## config.mk

```make
export PLATFORM = sky130hd
export DESIGN_NAME = id_ex_stage
export DESIGN_NICKNAME = d
export VERILOG_FILES = /design/src/rtl/rv_pipe_pkg.sv /design/src/rtl/hazard_detect.sv /design/src/rtl/id_ex_stage.sv
export SDC_FILE = /design/constraint.sdc
export NUM_CORES = 1
export LEC_CHECK = 0
export ABC_AREA = 1
export CAP_MARGIN = 10
export CORE_MARGIN = 2
export CORE_UTILIZATION = 44
export CTS_CLUSTER_DIAMETER = 80
export CTS_CLUSTER_SIZE = 28
export DETAILED_ROUTE_END_ITERATION = 10
export HOLD_SLACK_MARGIN = 0.08
export PLACE_DENSITY = 0.87
export SLEW_MARGIN = 10
export SYNTH_ARGS = -nofsm -noshare
export SYNTH_HDL_FRONTEND = slang
export SYNTH_HIERARCHICAL = 1
export SYNTH_SLANG_ARGS = --single-unit
```

## constraint.sdc

```tcl
create_clock -name clk -period 5.02 [get_ports clk]
set_clock_uncertainty 0.1 [all_clocks]
set_input_delay 1.004 -clock clk [delete_from_list [all_inputs] [get_ports clk]]
set_output_delay 1.004 -clock clk [all_outputs]
set_load 0.01 [all_outputs]
```

## src/rtl/rv_pipe_pkg.sv

```systemverilog
// Shared pipeline definitions: opcodes, control-bundle bit positions and
// the packed control bundle carried from decode into execute.
package rv_pipe_pkg;

    localparam logic [6:0] OPC_LOAD  = 7'b0000011;
    localparam logic [6:0] OPC_STORE = 7'b0100011;
    localparam logic [6:0] OPC_ALU_I = 7'b0010011;
    localparam logic [6:0] OPC_ALU_R = 7'b0110011;

    localparam int CTRL_ALU_OP0   = 0;
    localparam int CTRL_ALU_OP1   = 1;
    localparam int CTRL_MEM_WRITE = 2;
    localparam int CTRL_MEM_READ  = 3;
    localparam int CTRL_REG_WRITE = 4;
    localparam int CTRL_MEM2REG   = 5;
    localparam int CTRL_ALU_SRC   = 6;
    localparam int CTRL_STORE_IMM = 7;

    // Field order matches the bit positions above (MSB first).
    typedef struct packed {
        logic store_imm;
        logic alu_src;
        logic mem2reg;
        logic reg_write;
        logic mem_read;
        logic mem_write;
        logic alu_op1;
        logic alu_op0;
    } ctrl_t;

    localparam ctrl_t CTRL_BUBBLE = '0;

    function automatic logic opcode_legal(input logic [6:0] opc);
        return (opc == OPC_LOAD) || (opc == OPC_STORE) ||
               (opc == OPC_ALU_I) || (opc == OPC_ALU_R);
    endfunction

    function automatic logic opcode_uses_rs2(input logic [6:0] opc);
        return (opc == OPC_ALU_R) || (opc == OPC_STORE);
    endfunction

endpackage

```

## src/rtl/hazard_detect.sv

```systemverilog
// Combinational load-use hazard detection between the instruction in
// decode and a load sitting in execute.
module hazard_detect
    import rv_pipe_pkg::*;
(
    input  logic        ex_valid,
    input  logic        ex_mem_read,
    input  logic [4:0]  ex_rd,
    input  logic        id_valid,
    input  logic [31:0] id_ins,
    output logic        hazard
);

    logic [1:0] src_used;
    logic [4:0] src_idx [2];
    logic [1:0] src_match;

    assign src_idx[0]  = id_ins[19:15];
    assign src_idx[1]  = id_ins[24:20];
    assign src_used[0] = opcode_legal(id_ins[6:0]);
    assign src_used[1] = opcode_uses_rs2(id_ins[6:0]);

    genvar gi;
    generate
        for (gi = 0; gi < 2; gi++) begin : g_src
            assign src_match[gi] = src_used[gi] && (src_idx[gi] == ex_rd);
        end
    endgenerate

    // A load writing x0 never creates a dependency.
    always_comb begin
        hazard = ex_valid && ex_mem_read && (ex_rd != 5'd0) &&
                 id_valid && opcode_legal(id_ins[6:0]) && (|src_match);
    end

endmodule

```

## src/rtl/id_ex_stage.sv

```systemverilog
// ID/EX pipeline register with load-use stall, bubble insertion,
// sticky illegal-opcode flag and a saturating bubble counter.
module id_ex_stage
    import rv_pipe_pkg::*;
#(
    parameter int CNT_W = 16
) (
    input  logic             clk,
    input  logic             rst_n,
    input  logic             id_valid,
    input  logic [31:0]      id_ins,
    input  logic [7:0]       id_ctrl,
    input  logic [31:0]      id_rs1_data,
    input  logic [31:0]      id_rs2_data,
    input  logic [31:0]      id_imm,
    input  logic             flush,
    output logic             stall_o,
    output logic             ex_valid,
    output logic [7:0]       ex_ctrl,
    output logic [31:0]      ex_rs1_data,
    output logic [31:0]      ex_rs2_data,
    output logic [31:0]      ex_imm,
    output logic [4:0]       ex_rd,
    output logic [4:0]       ex_rs1,
    output logic [4:0]       ex_rs2,
    output logic [3:0]       ex_funct,
    output logic             illegal_o,
    output logic [CNT_W-1:0] bubble_cnt
);

    logic             hazard;
    logic             id_legal;
    logic             load_bubble;

    logic             ex_valid_reg, ex_valid_next;
    ctrl_t            ex_ctrl_reg, ex_ctrl_next;
    logic [31:0]      opnd_in [3];
    logic [31:0]      opnd_reg [3];
    logic [31:0]      opnd_next [3];
    logic [4:0]       ex_rd_reg, ex_rd_next;
    logic [4:0]       ex_rs1_reg, ex_rs1_next;
    logic [4:0]       ex_rs2_reg, ex_rs2_next;
    logic [3:0]       ex_funct_reg, ex_funct_next;
    logic             illegal_reg;
    logic [CNT_W-1:0] bubble_cnt_reg;

    hazard_detect u_hazard (
        .ex_valid    (ex_valid_reg),
        .ex_mem_read (ex_ctrl_reg[CTRL_MEM_READ]),
        .ex_rd       (ex_rd_reg),
        .id_valid    (id_valid),
        .id_ins      (id_ins),
        .hazard      (hazard)
    );

    // Flush wins over a stall: the squashed instruction needs no holding.
    assign stall_o     = hazard & ~flush;
    assign id_legal    = opcode_legal(id_ins[6:0]);
    assign load_bubble = flush | stall_o | ~id_valid | ~id_legal;

    assign opnd_in[0] = id_rs1_data;
    assign opnd_in[1] = id_rs2_data;
    assign opnd_in[2] = id_imm;

    // Operands clear to zero on a bubble so execute never sees stale data.
    genvar gi;
    generate
        for (gi = 0; gi < 3; gi++) begin : g_opnd
            assign opnd_next[gi] = load_bubble ? 32'd0 : opnd_in[gi];
        end
    endgenerate

    // Select bubble or decoded instruction for the execute register.
    always_comb begin
        ex_valid_next = 1'b0;
        ex_ctrl_next  = CTRL_BUBBLE;
        ex_rd_next    = 5'd0;
        ex_rs1_next   = 5'd0;
        ex_rs2_next   = 5'd0;
        ex_funct_next = 4'd0;
        if (!load_bubble) begin
            ex_valid_next = 1'b1;
            ex_ctrl_next  = ctrl_t'(id_ctrl);
            ex_rd_next    = id_ins[11:7];
            ex_rs1_next   = id_ins[19:15];
            ex_rs2_next   = id_ins[24:20];
            ex_funct_next = {id_ins[30], id_ins[14:12]};
        end
    end

    // Execute-stage pipeline register.
    always_ff @(posedge clk or negedge rst_n) begin
        if (!rst_n) begin
            ex_valid_reg <= 1'b0;
            ex_ctrl_reg  <= CTRL_BUBBLE;
            opnd_reg[0]  <= 32'd0;
            opnd_reg[1]  <= 32'd0;
            opnd_reg[2]  <= 32'd0;
            ex_rd_reg    <= 5'd0;
            ex_rs1_reg   <= 5'd0;
            ex_rs2_reg   <= 5'd0;
            ex_funct_reg <= 4'd0;
        end else begin
            ex_valid_reg <= ex_valid_next;
            ex_ctrl_reg  <= ex_ctrl_next;
            opnd_reg[0]  <= opnd_next[0];
            opnd_reg[1]  <= opnd_next[1];
            opnd_reg[2]  <= opnd_next[2];
            ex_rd_reg    <= ex_rd_next;
            ex_rs1_reg   <= ex_rs1_next;
            ex_rs2_reg   <= ex_rs2_next;
            ex_funct_reg <= ex_funct_next;
        end
    end

    // Sticky flag: set by any unflushed valid instruction with a bad opcode.
    always_ff @(posedge clk or negedge rst_n) begin
        if (!rst_n) begin
            illegal_reg <= 1'b0;
        end else if (id_valid && !flush && !id_legal) begin
            illegal_reg <= 1'b1;
        end
    end

    // Count stall bubbles, holding at all-ones.
    always_ff @(posedge clk or negedge rst_n) begin
        if (!rst_n) begin
            bubble_cnt_reg <= '0;
        end else if (stall_o && (bubble_cnt_reg != {CNT_W{1'b1}})) begin
            bubble_cnt_reg <= bubble_cnt_reg + 1'b1;
        end
    end

    assign ex_valid    = ex_valid_reg;
    assign ex_ctrl     = ex_ctrl_reg;
    assign ex_rs1_data = opnd_reg[0];
    assign ex_rs2_data = opnd_reg[1];
    assign ex_imm      = opnd_reg[2];
    assign ex_rd       = ex_rd_reg;
    assign ex_rs1      = ex_rs1_reg;
    assign ex_rs2      = ex_rs2_reg;
    assign ex_funct    = ex_funct_reg;
    assign illegal_o   = illegal_reg;
    assign bubble_cnt  = bubble_cnt_reg;

endmodule
```

* Yosys cells after proc, flatten, opt, wreduce, memory -nomap -nowiden
Index checks and enable logic that the tools add are counted.
Storage, ports and cells: bits in registers 141, input port bits 140, output and inout bits 142, word-level logic and storage cells 60
Cells by class: add/sub/neg operators 1, equality and inequality tests 7, mux-type cells 9, bitwise logic cells 7, reduce and logical (&&, ||, !) cells 18
Operator list (count):
- $mux W32 | 3
- $add A16 B1 Y16 const B | 1
- $ne A16 B16 Y1 const B | 1
- $mux W5 | 3
- $eq A7 B6 Y1 const B | 2
- $eq A5 B5 Y1 | 2
- $logic_and A1 B1 Y1 | 10
- $mux W8 | 1
- $eq A7 B2 Y1 const B | 1
- $eq A7 B5 Y1 const B | 1
- $reduce_bool A5 Y1 | 1
- $logic_or A1 B1 Y1 | 4
- $mux W4 | 1
- $not A1 Y1 | 3
- $or A1 B1 Y1 | 3
- $logic_not A1 Y1 | 2
- $reduce_or A2 Y1 | 1
- $and A1 B1 Y1 | 1
- $mux W1 | 1

* Depth between registers and ports, before layout
Gate-level depths: netlist (run 1).
word-level depth 12, gate-level depth with buffers 13, mapped depth without buffers 12

* Hierarchy
Netlist (run 1), hierarchy kept.
Modules (own cells, without submodules):
- id_ex_stage | times used 1, cells each 537, area an instance 5700.5 sq um, sequential area each 3528.4 sq um
- hazard_detect | times used 1, cells each 56, area an instance 246.5 sq um, sequential area each 0.0 sq um

* Worst setup path before layout (run 1)
OpenSTA, ideal clock, no wires.
kind input port to output port, from input id_ins[23], to output stall_o, arrival 1.586 ns, required time 3.916 ns, path slack 2.330 ns, stages on the path 8, buffers on the path 0, path through inv_1 > nand2_1 > nand2_2 > nor2_2 > nand3_1 > a21oi_2 > nand2_1 > inv_1
On the way: word-level cells in the longest chain between the ends 5
Ends and longest elaborated chain:
- start, declared | line id_ex_stage.sv:11 | input logic [31:0] id_ins,
- $eq A5 B5 Y1 | line hazard_detect.sv:26 | assign src_match[gi] = src_used[gi] && (src_idx[gi] == ex_rd);
- $logic_and A1 B1 Y1 | line hazard_detect.sv:26
- $reduce_or A2 Y1 | line hazard_detect.sv:33 | id_valid && opcode_legal(id_ins[6:0]) && (|src_match);
- $logic_and A1 B1 Y1 | line hazard_detect.sv:33
- via hazard | line id_ex_stage.sv:31 | logic hazard;
- $and A1 B1 Y1 | line id_ex_stage.sv:57 | assign stall_o = hazard & ~flush;
- end, declared | line id_ex_stage.sv:17 | output logic stall_o,
The timed path passes the listed nets, and every way through them passes these cells.

* Worst setup path after layout (run 1)
from input id_ins[16], to output stall_o
Same word-level chain as after synthesis.

==> impl_metrics.csv, run 1 <==
group,metric,value,unit
run_status,status,"completed",
clocking,cts_root_buffer,"clkbuf_16",
clocking,path_clk_slew,0.05,ns
setup_path,worstPathArrival,2.81,ns
grt,grt_first_pass_wirelength,23690,microns
setup_path,cp.required,3.92,ns
clocking,cts_tree,"done",
grt,grt.total_usage,21.59,%
timing,timing.fmax,255.6,MHz
setup_path,critPathCaptureType,"output pin",
die,die_area,14460,sq um
setup_path,start_kind,"primary input",
grt,first_global_vias,4694,
logic_synthesis,avgSynthCellArea,10.03,sq um
die,pin_count,282,
placed_design,dp_cells,1031,
timing,setup_tns,0,ns
logic_synthesis,synth_most_common_cell,"inv_1",
setup_path,crit_top_cell,"nand2_1",
min_path,hold_class,"flip-flop to flip-flop",
logic_synthesis,synth_seq_cells,141,
logic_synthesis,synth_common_cells,"inv_1, dfrtp_1, nand2_1",
logic_synthesis,synth-seq-area-share,59.33,%
detailed_routing,drt_pass1_iterations,4,
clocking,ctsHtreeMaxLevel,4,
logic_synthesis,yosys_warnings,6,
logic_synthesis,ys_async_sr_fraction,100.0,%
logic_synthesis,synth_edf_count,0,
detailed_routing,routedWlPerCell,14.28,microns
logic_synthesis,synth_top_area_cell,"dfrtp_1",
die,die_x,120.3,microns
clocking,hold_buffers,0,
grt,grt_antenna_before_repair,0,
timing,setup_violations,0,
power,p_leak,4.674,nW
finish,antennaDiodeCount,0,
placed_design,numPortBuffers,274,
finish,area_growth,58.43,%
detailed_routing,vias,4620,
logic_synthesis,synth_top_area_share,59.33,%
finish,drive_above_1_share,13.56,%
logic_synthesis,synth_area_leaders,"dfrtp_1, nor2_4, inv_1",
timing,period_needed,3.913,ns
logic_synthesis,syn-num-nets,734,
placed_design,gp_congestion,0.8670,
power,power_density,275.8,nW/um^2
setup_path,cpPeakStageDelay,0.54,ns
setup_path,r2r_cells,10,
die,start_util,44.91,%
die,die_y,120.3,microns
placed_design,post-dp-hpwl,11250,microns
grt,grt_max_degree,113,
timing,post-route-period-util,77.95,%
finish,final_cells,1061,
setup_path,reg2reg_to,"bubble_cnt[7]$_DFFE_PN0P_",
die,core_area,13240,sq um
clocking,post-cts-setup-buffer-count,0,
grt,grt.overflow.total,0,
timing,drv_slew,0,
setup_path,r2r_start,"ex_rd[3]$_DFF_PN0_",
setup_path,cpMaxStageDelayCell,"clkdlybuf4s50_1",
flow_run,maxCapViolCount,0,
die,num_rows,42,
timing,max_slew_margin,34.19,%
clocking,clkSinkCount,141,
power,peakVddDrop,0.2800,mV
setup_path,reg2reg_slack,2.29,ns
setup_path,path_class,"primary input to output pin",
logic_synthesis,synth_cells,593,
setup_path,worstSetupStartpoint,"id_ins[16]",
detailed_routing,viasPerCell,4.354,
setup_path,crit_path_end,"stall_o",
clocking,numCtsBuffers,17,
logic_synthesis,syn_area,5947,sq um
setup_path,crit_fanout,3,
setup_path,cp_cell_sequence,"clkdlybuf4s50_1, inv_1, nand2_1, nand2_1, nor2_1, nand3_1, a21oi_2, nand2_1, inv_1, clkdlybuf4s50_1",
timing,rsz0062_at_grt,"no",
detailed_routing,drtIter0Drc,293,
logic_synthesis,synth_cell_types,24,
timing,worst_pin_slew,0.9871,ns
clocking,cts_buffer_depth,2,
clocking,ctsResizeCount,0,
detailed_routing,drcViolationCount,0,
clocking,clock_latency,0.41,ns
logic_synthesis,ys.flop_type,"dfrtp_1",
finish,finish.net_count,1015,
detailed_routing,routed_wl,15150,microns
timing,hold_violations,0,
detailed_routing,ant_nets,0,
==> where the power goes <==
group / internal (mW) / total (mW) / switching (mW)
Clock: 0.817 / 1.27 / 0.452
Combinational: 0.108 / 0.188 / 0.0798
Sequential: 1.14 / 1.14 / 0.00112
Total: 2.07 / 2.60 / 0.533
==> layer usage <==
layer | vias to the layer above | share of wire, % | GRT usage, % | wire, microns
met5 | - | 0 | 0 | 0
met4 | 0 | 1.5 | 7.558 | 221
met3 | 20 | 11 | 10.05 | 1676
met2 | 215 | 53 | 38.49 | 8062
met1 | 2149 | 34 | 22.23 | 5188
li1 | 2236 | - | - | -
==> logic make-up after synthesis <==
| group | share of synthesized area [%] |
|---|---|
| xor+xnor | 1.326 |
| compound gates | 1.052 |
| flops | 59.33 |
| buf+inv | 12.16 |
| fa+ha+maj | 0.2104 |
| simple gates | 25.92 |
==> how the worst min path moves through the flow <==
stage,start,to,slack [ns],cells after the start
after CTS,illegal_o$_DFFE_PN0P_,illegal_o$_DFFE_PN0P_,0.40,1
after floorplan,illegal_o$_DFFE_PN0P_,illegal_o$_DFFE_PN0P_,0.41,1
after global routing,illegal_o$_DFFE_PN0P_,illegal_o$_DFFE_PN0P_,0.40,1
final,illegal_o$_DFFE_PN0P_,illegal_o$_DFFE_PN0P_,0.40,1
after global placement,illegal_o$_DFFE_PN0P_,illegal_o$_DFFE_PN0P_,0.37,1
after detailed placement,illegal_o$_DFFE_PN0P_,illegal_o$_DFFE_PN0P_,0.39,1
==> worst max-delay path, delay by kind of cell <==
family	cells	cell delay (ns)
buffers and inverters	4	1.20
and+or+nand+nor	5	0.42
AOI/OAI and AO/OA	1	0.19
==> area by class of cell <==
type	instances	area [sq um]
multi-input combinational	283	1695
clock inverter	9	135.1
timing repair buffer	279	2794
clock buffer	21	470.5
tap	176	220.2
fill	930	3821
sequential	141	3528
inverter	152	578.1
==> stage by stage <==
| step | utilization (%) | power (mW) | setup WS [ns] | instance area (sq um) | hold WS (ns) |
|---|---|---|---|---|---|
| 6_report | 71.15 | 2.599 | 1.107 | 9422 | 0.3967 |
| 4_1_cts | 71.15 | 2.631 | 1.123 | 9422 | 0.4006 |
| 3_3_place_gp | 66.57 | 1.346 | 1.145 | 8816 | 0.3670 |
| 2_1_floorplan | - | 1.211 | 2.330 | 5947 | 0.4117 |
| 3_5_place_dp | 66.57 | 1.352 | 1.129 | 8816 | 0.3886 |
| 5_1_grt | 71.15 | 2.699 | 0.9905 | 9422 | 0.4020 |
==> cell usage in the layout (no fill, tap or decap), drive strengths merged <==
cell type / netlist / final
xnor2: 1 / 1
a31o: 1 / 1
nor3: 2 / 2
clkinv: 0 / 2
o21ai: 9 / 9
nor2: 149 / 149
buf: 13 / 6
clkdlybuf4s50: 0 / 273
nor3b: 1 / 1
bufinv: 0 / 3
dfrtp: 141 / 141
inv: 152 / 153
nand3b: 1 / 1
clkinvlp: 0 / 3
ha: 1 / 1
nand4: 4 / 4
nand3: 20 / 20
a21oi: 1 / 1
nand2: 85 / 85
clkbuf: 4 / 21
xor2: 8 / 8
Power figures use the tool's default switching activity.
==> run 2, diff against run 1 <==
Settings changed: CORE_UTILIZATION 44 to 37, PLACE_DENSITY 0.87 to 0.79.
Clock period 5.02 ns to 3.6 ns, I/O delays scaled along.
==> impl_metrics.csv, run 2 (synthesis gave the netlist of run 1 again) <==
group,metric,value,unit
setup_path,r2r_cells,12,
detailed_routing,vias,4612,
die,die_area,17100,sq um
setup_path,cpMaxStageDelayCell,"clkdlybuf4s50_1",
grt,first_global_vias,4565,
placed_design,dpl-instance-area,8961,sq um
run_status,status,"completed",
setup_path,crit_fanout,3,
grt,gr-usage-met1,19.48,%
timing,period_needed,3.349,ns
die,core_area,15770,sq um
power,peakVddDrop,0.2791,mV
detailed_routing,drtIter0Drc,222,
timing,hold_violations,0,
finish,filler_cell_count,1307,
clocking,cts_tree,"done",
timing,fin_ws,0.2513,ns
flow_run,maxCapViolCount,0,
placed_design,numPortBuffers,274,
clocking,path_clk_slew,0.06,ns
finish,final_cells,1109,
grt,grt.overflow.total,0,
finish,antennaDiodeCount,0,
detailed_routing,routedWlPerCell,13.45,microns
timing,worst_pin_slew,0.5465,ns
die,start_util,37.71,%
timing,setup_tns,0,ns
clocking,ctsResizeCount,0,
power,power_density,373.5,nW/um^2
grt,grt_max_degree,99,
placed_design,gp_congestion,0.8781,
detailed_routing,ant_nets,0,
setup_path,worstPathArrival,2.53,ns
clocking,hold_buffers,0,
setup_path,r2r_start,"ex_rd[1]$_DFF_PN0_",
setup_path,critPathCaptureType,"output pin",
finish,seq_area,3528,sq um
timing,max_slew_margin,63.57,%
grt,grt.total_usage,17.58,%
finish,finalInstanceArea,9534,sq um
finish,multi_input_area,1695,sq um
die,pin_count,282,
setup_path,path_class,"primary input to output pin",
grt,globalRoute.busiestLayer,"met2",
finish,finish.net_count,1021,
timing,whs,0.1130,ns
die,num_rows,46,
clocking,post-cts-setup-buffer-count,0,
clocking,cts_root_buffer,"clkbuf_16",
clocking,ctsHtreeMaxLevel,4,
grt,met3_usage,8.917,%
finish,layout_common_cells,"clkdlybuf4s50_1, inv_1, dfrtp_1, nand2_1, nor2_1",
grt,grt_first_pass_wirelength,22640,microns
placed_design,place_ws,0.2435,ns
timing,setup_violations,0,
timing,post-route-period-util,93.02,%
setup_path,cp.required,2.78,ns
setup_path,start_kind,"primary input",
power,p_leak,4.705,nW
detailed_routing,drcViolationCount,0,
finish,layout_commonest_cell,"clkdlybuf4s50_1",
setup_path,cp_cell_sequence,"clkdlybuf4s50_1, inv_1, nand2_1, nand2_2, nor2_2, nand3_1, a21oi_2, nand2_1, inv_1, clkdlybuf4s50_1",
setup_path,cpPeakStageDelay,0.54,ns
clocking,clkSinkCount,141,
die,die_x,130.8,microns
clocking,cts_buffer_depth,2,
grt,grt_use_met2,29.07,%
placed_design,post-dp-hpwl,11170,microns
timing,rsz0062_at_grt,"no",
placed_design,dp_cells,1077,
clocking,clock_latency,0.42,ns
clocking,numCtsBuffers,17,
finish,drive_above_1_share,14.33,%
setup_path,worstSetupStartpoint,"id_ins[23]",
finish,area_growth,60.32,%
detailed_routing,drt_pass1_iterations,4,
timing,drv_slew,0,
timing,timing.fmax,298.6,MHz
min_path,hold_class,"primary input to async pin",
grt,grt_antenna_before_repair,0,
detailed_routing,viasPerCell,4.159,
die,die_y,130.8,microns
detailed_routing,routed_wl,14910,microns
[run 2: changes by cell type in the layout (fill, tap and decap cells not counted)]
cell and change:
buf_12 +4, inv_6 +3, inv_8 +2, clkinvlp_4 +2, clkinv_4 -1, clkbuf_8 -2, buf_4 +2, bufinv_16 -2
[run 2: path summary, 6_finish.rpt]
check | end | slack, ns
max | stall_o | 0.25
min | bubble_cnt[15]$_DFFE_PN0P_ | 0.11
max reg2reg | ex_imm[12]$_DFF_PN0_ | 1.45
min reg2reg | illegal_o$_DFFE_PN0P_ | 0.37
max in group asynchronous | ex_ctrl[3]$_DFF_PN0_ | 2.41
min in group clk | illegal_o$_DFFE_PN0P_ | 0.37
[run 2: per-layer routing]
layer  share of wire [%]  wire length (microns)
met1                  38                   5634
met2                  49                   7308
met3                  11                   1708
met4                 1.8                    262
met5                   0                      0
[run 2: layout make-up]
type                       count  area share, %
clock inverter                13          1.365
timing repair buffer         285          30.30
clock buffer                  19          4.646
multi-input combinational    283          17.78
sequential                   141          37.01
inverter                     152          6.063
tap                          216          2.835
[run 2: where the power goes]
| part | switching, mW | total [mW] | internal [mW] |
|---|---|---|---|
| registers | 0.00151 | 1.59 | 1.59 |
| logic | 0.110 | 0.263 | 0.153 |
| clock network | 0.722 | 1.71 | 0.985 |
| total | 0.833 | 3.56 | 2.73 |
[run 2: worst max-delay path, delay by kind of cell]
| family | cells | cell delay [ns] |
|---|---|---|
| buf+inv | 4 | 1.19 |
| simple gates | 5 | 0.42 |
| compound gates | 1 | 0.20 |
[run 2: through the flow]
stage	util, %	total power, mW
after CTS	60.46	3.606
after detailed placement	56.82	1.887
final	60.46	3.561
after floorplan	-	1.688
after global routing	60.46	3.704
after global placement	56.82	1.882
==> run 3, diff against run 2 <==
Settings changed: ABC_CLOCK_PERIOD_IN_PS set to 3600.
==> results of run 3 <==
The final DEF is identical to that of run 2; final timing and power are the same.
